`config.mk`:
```
export PLATFORM = sky130hd
export DESIGN_NAME = vga_sync_generator
export DESIGN_NICKNAME = d
export VERILOG_FILES = /design/src/rtl/vga_pkg.sv /design/src/rtl/vga_delay_line.sv /design/src/rtl/vga_sync_generator.sv
export SDC_FILE = /design/constraint.sdc
export NUM_CORES = 1
export LEC_CHECK = 0
export CAP_MARGIN = 20
export CORE_MARGIN = 2
export CORE_UTILIZATION = 47
export CTS_CLUSTER_SIZE = 40
export DETAILED_ROUTE_END_ITERATION = 7
export GPL_TIMING_DRIVEN = 0
export PLACE_DENSITY = 0.74
export SLEW_MARGIN = 20
export SYNTH_ARGS = -nofsm -noshare
export SYNTH_HDL_FRONTEND = slang
export SYNTH_SLANG_ARGS = --single-unit
export TNS_END_PERCENT = 20
```
`constraint.sdc`:
```
create_clock -name clk -period 2.4 [get_ports clk]
set_clock_uncertainty 0.15 [all_clocks]
set_input_delay 0.6 -clock clk [delete_from_list [all_inputs] [get_ports clk]]
set_output_delay 0.6 -clock clk [all_outputs]
set_load 0.01 [all_outputs]
```
`src/rtl/vga_pkg.sv`:
```
// Shared 640x480@60 raster timing constants, sync/blank bundle type and width helper.
// Latency: none, constants and pure functions only.
// Backpressure: none.
//
// Ports: none (package). Used by the sync generator and by the picture generator
// for its coordinate ranges.
package vga_pkg;

    localparam int H_ACTIVE = 640;
    localparam int H_FP     = 16;
    localparam int H_SYNC   = 96;
    localparam int H_BP     = 48;
    localparam int V_ACTIVE = 480;
    localparam int V_FP     = 10;
    localparam int V_SYNC   = 2;
    localparam int V_BP     = 33;

    localparam int H_TOTAL = H_ACTIVE + H_FP + H_SYNC + H_BP;
    localparam int V_TOTAL = V_ACTIVE + V_FP + V_SYNC + V_BP;

    // Levels that travel down the sync/blank delay line together.
    typedef struct packed {
        logic h_sync;
        logic v_sync;
        logic blank_n;
    } vga_sync_t;

    // Counter width able to hold h_total-1 and v_total-1.
    function automatic int vga_coord_width(input int h_total, input int v_total);
        int m;
        m = (h_total > v_total) ? h_total : v_total;
        return (m <= 2) ? 1 : $clog2(m);
    endfunction

endpackage

```
`src/rtl/vga_delay_line.sv`:
```
// Fixed-depth registered shift register with synchronous reset; DEPTH=0 is a wire.
// Latency: DEPTH clk cycles.
// Backpressure: none, shifts every cycle.
//
// Ports:
//  clk    in  1      clock
//  reset  in  1      synchronous active-high; loads every stage with RESET_VAL
//  din    in  WIDTH  data entering stage 0
//  dout   out WIDTH  data leaving the last stage
module vga_delay_line #(
    parameter int               WIDTH     = 1,
    parameter int               DEPTH     = 2,
    parameter logic [WIDTH-1:0] RESET_VAL = '0
) (
    input  logic             clk,
    input  logic             reset,
    input  logic [WIDTH-1:0] din,
    output logic [WIDTH-1:0] dout
);

    generate
        if (DEPTH == 0) begin : g_bypass
            logic unused_ctrl;
            assign unused_ctrl = ^{clk, reset};
            assign dout = din;
        end else begin : g_pipe
            logic [WIDTH-1:0] stage [DEPTH];

            always_ff @(posedge clk) begin
                if (reset) begin
                    for (int i = 0; i < DEPTH; i++) begin
                        stage[i] <= RESET_VAL;
                    end
                end else begin
                    stage[0] <= din;
                    for (int i = 1; i < DEPTH; i++) begin
                        stage[i] <= stage[i-1];
                    end
                end
            end

            assign dout = stage[DEPTH-1];
        end
    endgenerate

endmodule

```
`src/rtl/vga_sync_generator.sv`:
```
// Free-running VGA raster timing: pixel/line counters, coordinate decodes, frame counter, delayed sync/blank.
// Latency: pix_x/pix_y/active/strobes 1 cycle after counter state; sync/blank 1+PIPE_DELAY cycles.
// Backpressure: none, never stalls.
//
// Ports:
//  clk          in  1   pixel clock
//  reset        in  1   synchronous active-high; aborts the frame, clears counters and delay stages
//  pix_x        out CW  horizontal position
//  pix_y        out CW  vertical position
//  active       out 1   inside the visible area
//  line_start   out 1   strobe at pix_x==0
//  frame_start  out 1   strobe at pix_x==0, pix_y==0
//  frame_cnt    out 8   frame counter, bumps with frame_start
//  vga_h_sync   out 1   horizontal sync, delayed to match the colour pipeline
//  vga_v_sync   out 1   vertical sync, delayed to match the colour pipeline
//  vga_blank_n  out 1   delayed copy of active
module vga_sync_generator #(
    parameter int   H_ACTIVE   = vga_pkg::H_ACTIVE,
    parameter int   H_FP       = vga_pkg::H_FP,
    parameter int   H_SYNC     = vga_pkg::H_SYNC,
    parameter int   H_BP       = vga_pkg::H_BP,
    parameter int   V_ACTIVE   = vga_pkg::V_ACTIVE,
    parameter int   V_FP       = vga_pkg::V_FP,
    parameter int   V_SYNC     = vga_pkg::V_SYNC,
    parameter int   V_BP       = vga_pkg::V_BP,
    parameter logic H_SYNC_POL = 1'b0,
    parameter logic V_SYNC_POL = 1'b0,
    parameter int   PIPE_DELAY = 2,
    parameter int   CW         = 10
) (
    input  logic          clk,
    input  logic          reset,
    output logic [CW-1:0] pix_x,
    output logic [CW-1:0] pix_y,
    output logic          active,
    output logic          line_start,
    output logic          frame_start,
    output logic [7:0]    frame_cnt,
    output logic          vga_h_sync,
    output logic          vga_v_sync,
    output logic          vga_blank_n
);

    import vga_pkg::*;

    localparam int LINE_LEN    = H_ACTIVE + H_FP + H_SYNC + H_BP;
    localparam int FRAME_LINES = V_ACTIVE + V_FP + V_SYNC + V_BP;

    localparam logic [CW-1:0] H_LAST   = CW'(LINE_LEN - 1);
    localparam logic [CW-1:0] V_LAST   = CW'(FRAME_LINES - 1);
    localparam logic [CW-1:0] H_VIS    = CW'(H_ACTIVE);
    localparam logic [CW-1:0] V_VIS    = CW'(V_ACTIVE);
    localparam logic [CW-1:0] HS_FIRST = CW'(H_ACTIVE + H_FP);
    localparam logic [CW-1:0] HS_LAST  = CW'(H_ACTIVE + H_FP + H_SYNC - 1);
    localparam logic [CW-1:0] VS_FIRST = CW'(V_ACTIVE + V_FP);
    localparam logic [CW-1:0] VS_LAST  = CW'(V_ACTIVE + V_FP + V_SYNC - 1);

    // Idle level of the sync bundle: both syncs de-asserted, picture blanked.
    localparam vga_sync_t SYNC_IDLE = '{h_sync: ~H_SYNC_POL, v_sync: ~V_SYNC_POL, blank_n: 1'b0};

    logic [CW-1:0] hc;
    logic [CW-1:0] vc;
    logic          hc_wrap;
    logic          vc_wrap;
    logic          active_dec;
    logic          line_dec;
    logic          frame_dec;
    vga_sync_t     sync_dec;
    vga_sync_t     sync_q;
    vga_sync_t     sync_out;

    always_comb begin
        hc_wrap    = (hc == H_LAST);
        vc_wrap    = (vc == V_LAST);
        active_dec = (hc < H_VIS) && (vc < V_VIS);
        line_dec   = (hc == '0);
        frame_dec  = line_dec && (vc == '0);

        sync_dec = SYNC_IDLE;
        if ((hc >= HS_FIRST) && (hc <= HS_LAST)) begin
            sync_dec.h_sync = H_SYNC_POL;
        end
        // V-sync spans whole lines, so it depends on vc alone.
        if ((vc >= VS_FIRST) && (vc <= VS_LAST)) begin
            sync_dec.v_sync = V_SYNC_POL;
        end
        sync_dec.blank_n = active_dec;
    end

    always_ff @(posedge clk) begin
        if (reset) begin
            hc          <= '0;
            vc          <= '0;
            pix_x       <= '0;
            pix_y       <= '0;
            active      <= 1'b0;
            line_start  <= 1'b0;
            frame_start <= 1'b0;
            frame_cnt   <= 8'd0;
            sync_q      <= SYNC_IDLE;
        end else begin
            hc <= hc_wrap ? '0 : hc + 1'b1;
            if (hc_wrap) begin
                vc <= vc_wrap ? '0 : vc + 1'b1;
            end
            pix_x       <= hc;
            pix_y       <= vc;
            active      <= active_dec;
            line_start  <= line_dec;
            frame_start <= frame_dec;
            // Bumped on the same edge that registers frame_start, so the new
            // count is visible alongside the strobe.
            if (frame_dec) begin
                frame_cnt <= frame_cnt + 8'd1;
            end
            sync_q <= sync_dec;
        end
    end

    // sync_q is already aligned with pix_x; the delay line adds the colour
    // pipeline depth. Reset reloads every stage so no partial pulse survives.
    vga_delay_line #(
        .WIDTH     ($bits(vga_sync_t)),
        .DEPTH     (PIPE_DELAY),
        .RESET_VAL (SYNC_IDLE)
    ) u_sync_dly (
        .clk   (clk),
        .reset (reset),
        .din   (sync_q),
        .dout  (sync_out)
    );

    assign vga_h_sync  = sync_out.h_sync;
    assign vga_v_sync  = sync_out.v_sync;
    assign vga_blank_n = sync_out.blank_n;

endmodule

```
==> flow_summary.yaml <==
worst_setup_path:
  ff2ff_path_depth: 6
  critPathBufInv: 2
  worstPathCellList: "or2_1 > buf_6 > or4_1 > clkbuf_2 > or4_1 > a21oi_1"
  cpPeakStageDelay_ps: 510
  cp.arrival_ps: 2400
  crit_family: "simple AND/OR/NAND/NOR gates"
  slowest_stage: "or4_1"
  crit_top_cell: "or4_1"
  crit_path_start: "hc[5]"
  endpoint_kind: "flop"
  worst_setup_path_start_kind: "flop"
  crit_fanout: 8
  worst-path-stages: 6
  critPathKind: "flop to flop"
  cp.required_ps: 2510
  rr_startpoint: "hc[5]"
layout:
  antennaDiodeCount: 0
  layoutNonFillerInstCount: 341
  num-nets-final: 289
  syn_to_final_growth_pct: 30.1
  utilization_pct: 62.6
  drive_above_1_share_pct: 12.5
route:
  dr.pass1.iters: 4
  viasPerCell: 5.39
  drt_first_iter_violations: 139
  routedWlPerCell_um: 13.4
  vias: 1837
  ant_nets: 0
  totalWireLength_mm: 4.59
  drcViolationCount: 0
timing:
  fmax_mhz: 437
  hold_viol: 0
  slew_viol_final: 0
  worstMarginPinSlew_ps: 765
  fin_ws_ps: 112
  slew_headroom_pct: 48.7
  setup_violations: 0
  timing.final.crit_share_pct: 95.3
  period_minus_slack_ps: 2290
  finalSetupTns_ps: 0
place:
  portBuffers: 35
  dp_cells: 321
  dp_slack_ps: -116
  finalWeightedCongestion: 0.916
  dpl.hpwl_mm: 3.10
job:
  drv_cap: 0
clock_tree:
  cts_root_buf: "clkbuf_8"
  insertion_delay_ps: 330
  cts_tree: "yes"
  clock-sinks: 59
  htreeDepth: 3
  clkSlewWorstSetupHoldPaths_ps: 60
  numCtsBuffers: 9
  clock_path_buffers: 2
power:
  ir_worst_vdd_uv: 431
  p_total_mw: 2.05
  power.density_mw_per_mm2: 703
  p_leak_nw: 1.03
worst_hold_path:
  hold_depth: 1
  hold_path.startpoint: "sync_q[1]"
  hold_class: "flop to flop"
synthesis:
  synth_cells: 232
  syn_area_per_cell_um2: 9.66
  yosysSeqAreaShare_pct: 52.7
  async_reset_ff_share_pct: 0
  ys_seq_elements: 59
  synth_cell_types: 37
  ys_warn_count: 0
  synth_edf_count: 0
  synth_fp_nets: 239
  netlist_area_mm2: 0.00224
  synth_flop_cell: "dfxtp_1"
floorplan:
  core_mm2: 0.00466
  die_x_um: 73.1
  fp-row-count: 25
  die_area_mm2: 0.00534
  die_h_um: 73.1
  start_util_pct: 48.1
  io_pins: 36
grt:
  grt_pass1_vias: 1605
  grt_max_degree: 11
  track_usage_pct: 18.9
  grt_pass1_wl_mm: 7.59
  antenna_found_initial: 0
  grt_overflow: 0
run_status:
  outcome: "finished, final reports clean"
flip-flops by register name, summed over array words and instances, names as in the netlist:
register,count
hc,10
pix_x,10
pix_y,10
vc,10
frame_cnt,8
u_sync_dly.g_pipe.stage,6
sync_q,3
frame_start,1
line_start,1
final cells by class:
class	count	area (um^2)
buffer	13	66.3
clock buffer	12	165
clock inverter	4	47.5
fill	401	1740
inverter	8	30.0
multi-input combinational	152	975
sequential	59	1180
tap	54	67.6
timing repair buffer	39	380
stage by stage:
stage	area (um^2)	hold WS [ps]
floorplan	2240	239
global placement	2660	243
detailed placement	2660	251
CTS	2870	268
global route	2920	276
finish	2920	265
layout by cell type (no fill, tap or decap), drive strengths merged:
cell,Yosys,layout
nand4,5,5
nor2,14,14
xor2,4,4
o31ai,8,8
nor4,8,8
clkinvlp,0,1
nor3,10,10
nand3b,1,1
clkbuf,9,21
and4,1,1
bufinv,0,1
a31oi,1,1
inv,8,8
mux2,1,1
nand4b,2,2
or3,4,4
nor4b,2,2
a41o,1,1
clkinv,0,2
dfxtp,59,59
or4,9,9
o2bb2a,1,1
nand3,10,10
nor2b,18,18
and3,3,3
buf,4,8
a21oi,13,13
ha,5,5
nand2,9,9
clkdlybuf4s50,0,35
mux2i,2,2
or2,6,6
xnor2,5,5
o21ai,7,7
nor3b,2,2
report_power, final:
part	switching (mW)	internal [mW]	leakage, nW	total (mW)
Clock	0.368	0.560	0.108	0.928
Sequential	0.0123	0.998	0.479	1.01
Combinational	0.0603	0.0526	0.446	0.113
Total	0.441	1.61	1.03	2.05
what timing repair did:
item,CTS,global route
gates resized for setup,0,5
endpoints found under the setup margin,0,5
hold buffers,0,0
buffers inserted,0,4
layer usage:
| layer | GRT usage, % | vias to the layer above | part of all wire [%] |
|---|---|---|---|
| li1 | - | 922 | - |
| met1 | 23.9 | 858 | 46 |
| met2 | 28.7 | 45 | 47 |
| met3 | 4.83 | 12 | 4.8 |
| met4 | 11.7 | 0 | 2.6 |
| met5 | 0 | - | 0 |
worst paths after layout:
check	end	slack (ps)
max reg2reg	vc[9]	110
max	vc[9]	110
min	u_sync_dly.g_pipe.stage[0][1]	270
min reg2reg	u_sync_dly.g_pipe.stage[0][1]	270
cell usage after synthesis, drive strengths merged (4+ instances only):
library cell / number / area [um^2]
o21ai: 7 / 35.0
xnor2: 5 / 43.8
dfxtp: 59 / 1180
clkbuf: 9 / 35.0
or2: 6 / 37.5
nor3: 10 / 55.1
a21oi: 13 / 65.1
buf: 4 / 31.3
nand2: 9 / 33.8
or3: 4 / 25.0
xor2: 4 / 35.0
nand3: 10 / 55.1
o31ai: 8 / 60.1
inv: 8 / 30.0
ha: 5 / 62.6
nor2: 14 / 52.6
or4: 9 / 67.6
nor4: 8 / 50.1
nand4: 5 / 31.3
nor2b: 18 / 113
worst reg2reg max path, cell delays in order, from the launching register on:
cell and delay [ps]:
dfxtp_1 360, or2_1 240, buf_6 140, or4_1 510, clkbuf_2 170, or4_1 510
a21oi_1 150
cells by family (layout without fill, tap and decap cells):
logic type      Yosys count  in the layout  synth area share, %
xor+xnor                  9              9                 3.52
fa+ha+maj                 5              5                 2.79
buf+inv                  21             76                 4.30
simple gates            104            104                 27.0
compound gates           31             31                 8.31
mux                       3              3                 1.40
flops                    59             59                 52.7
Note: power is estimated with default switching activity, not from simulation.
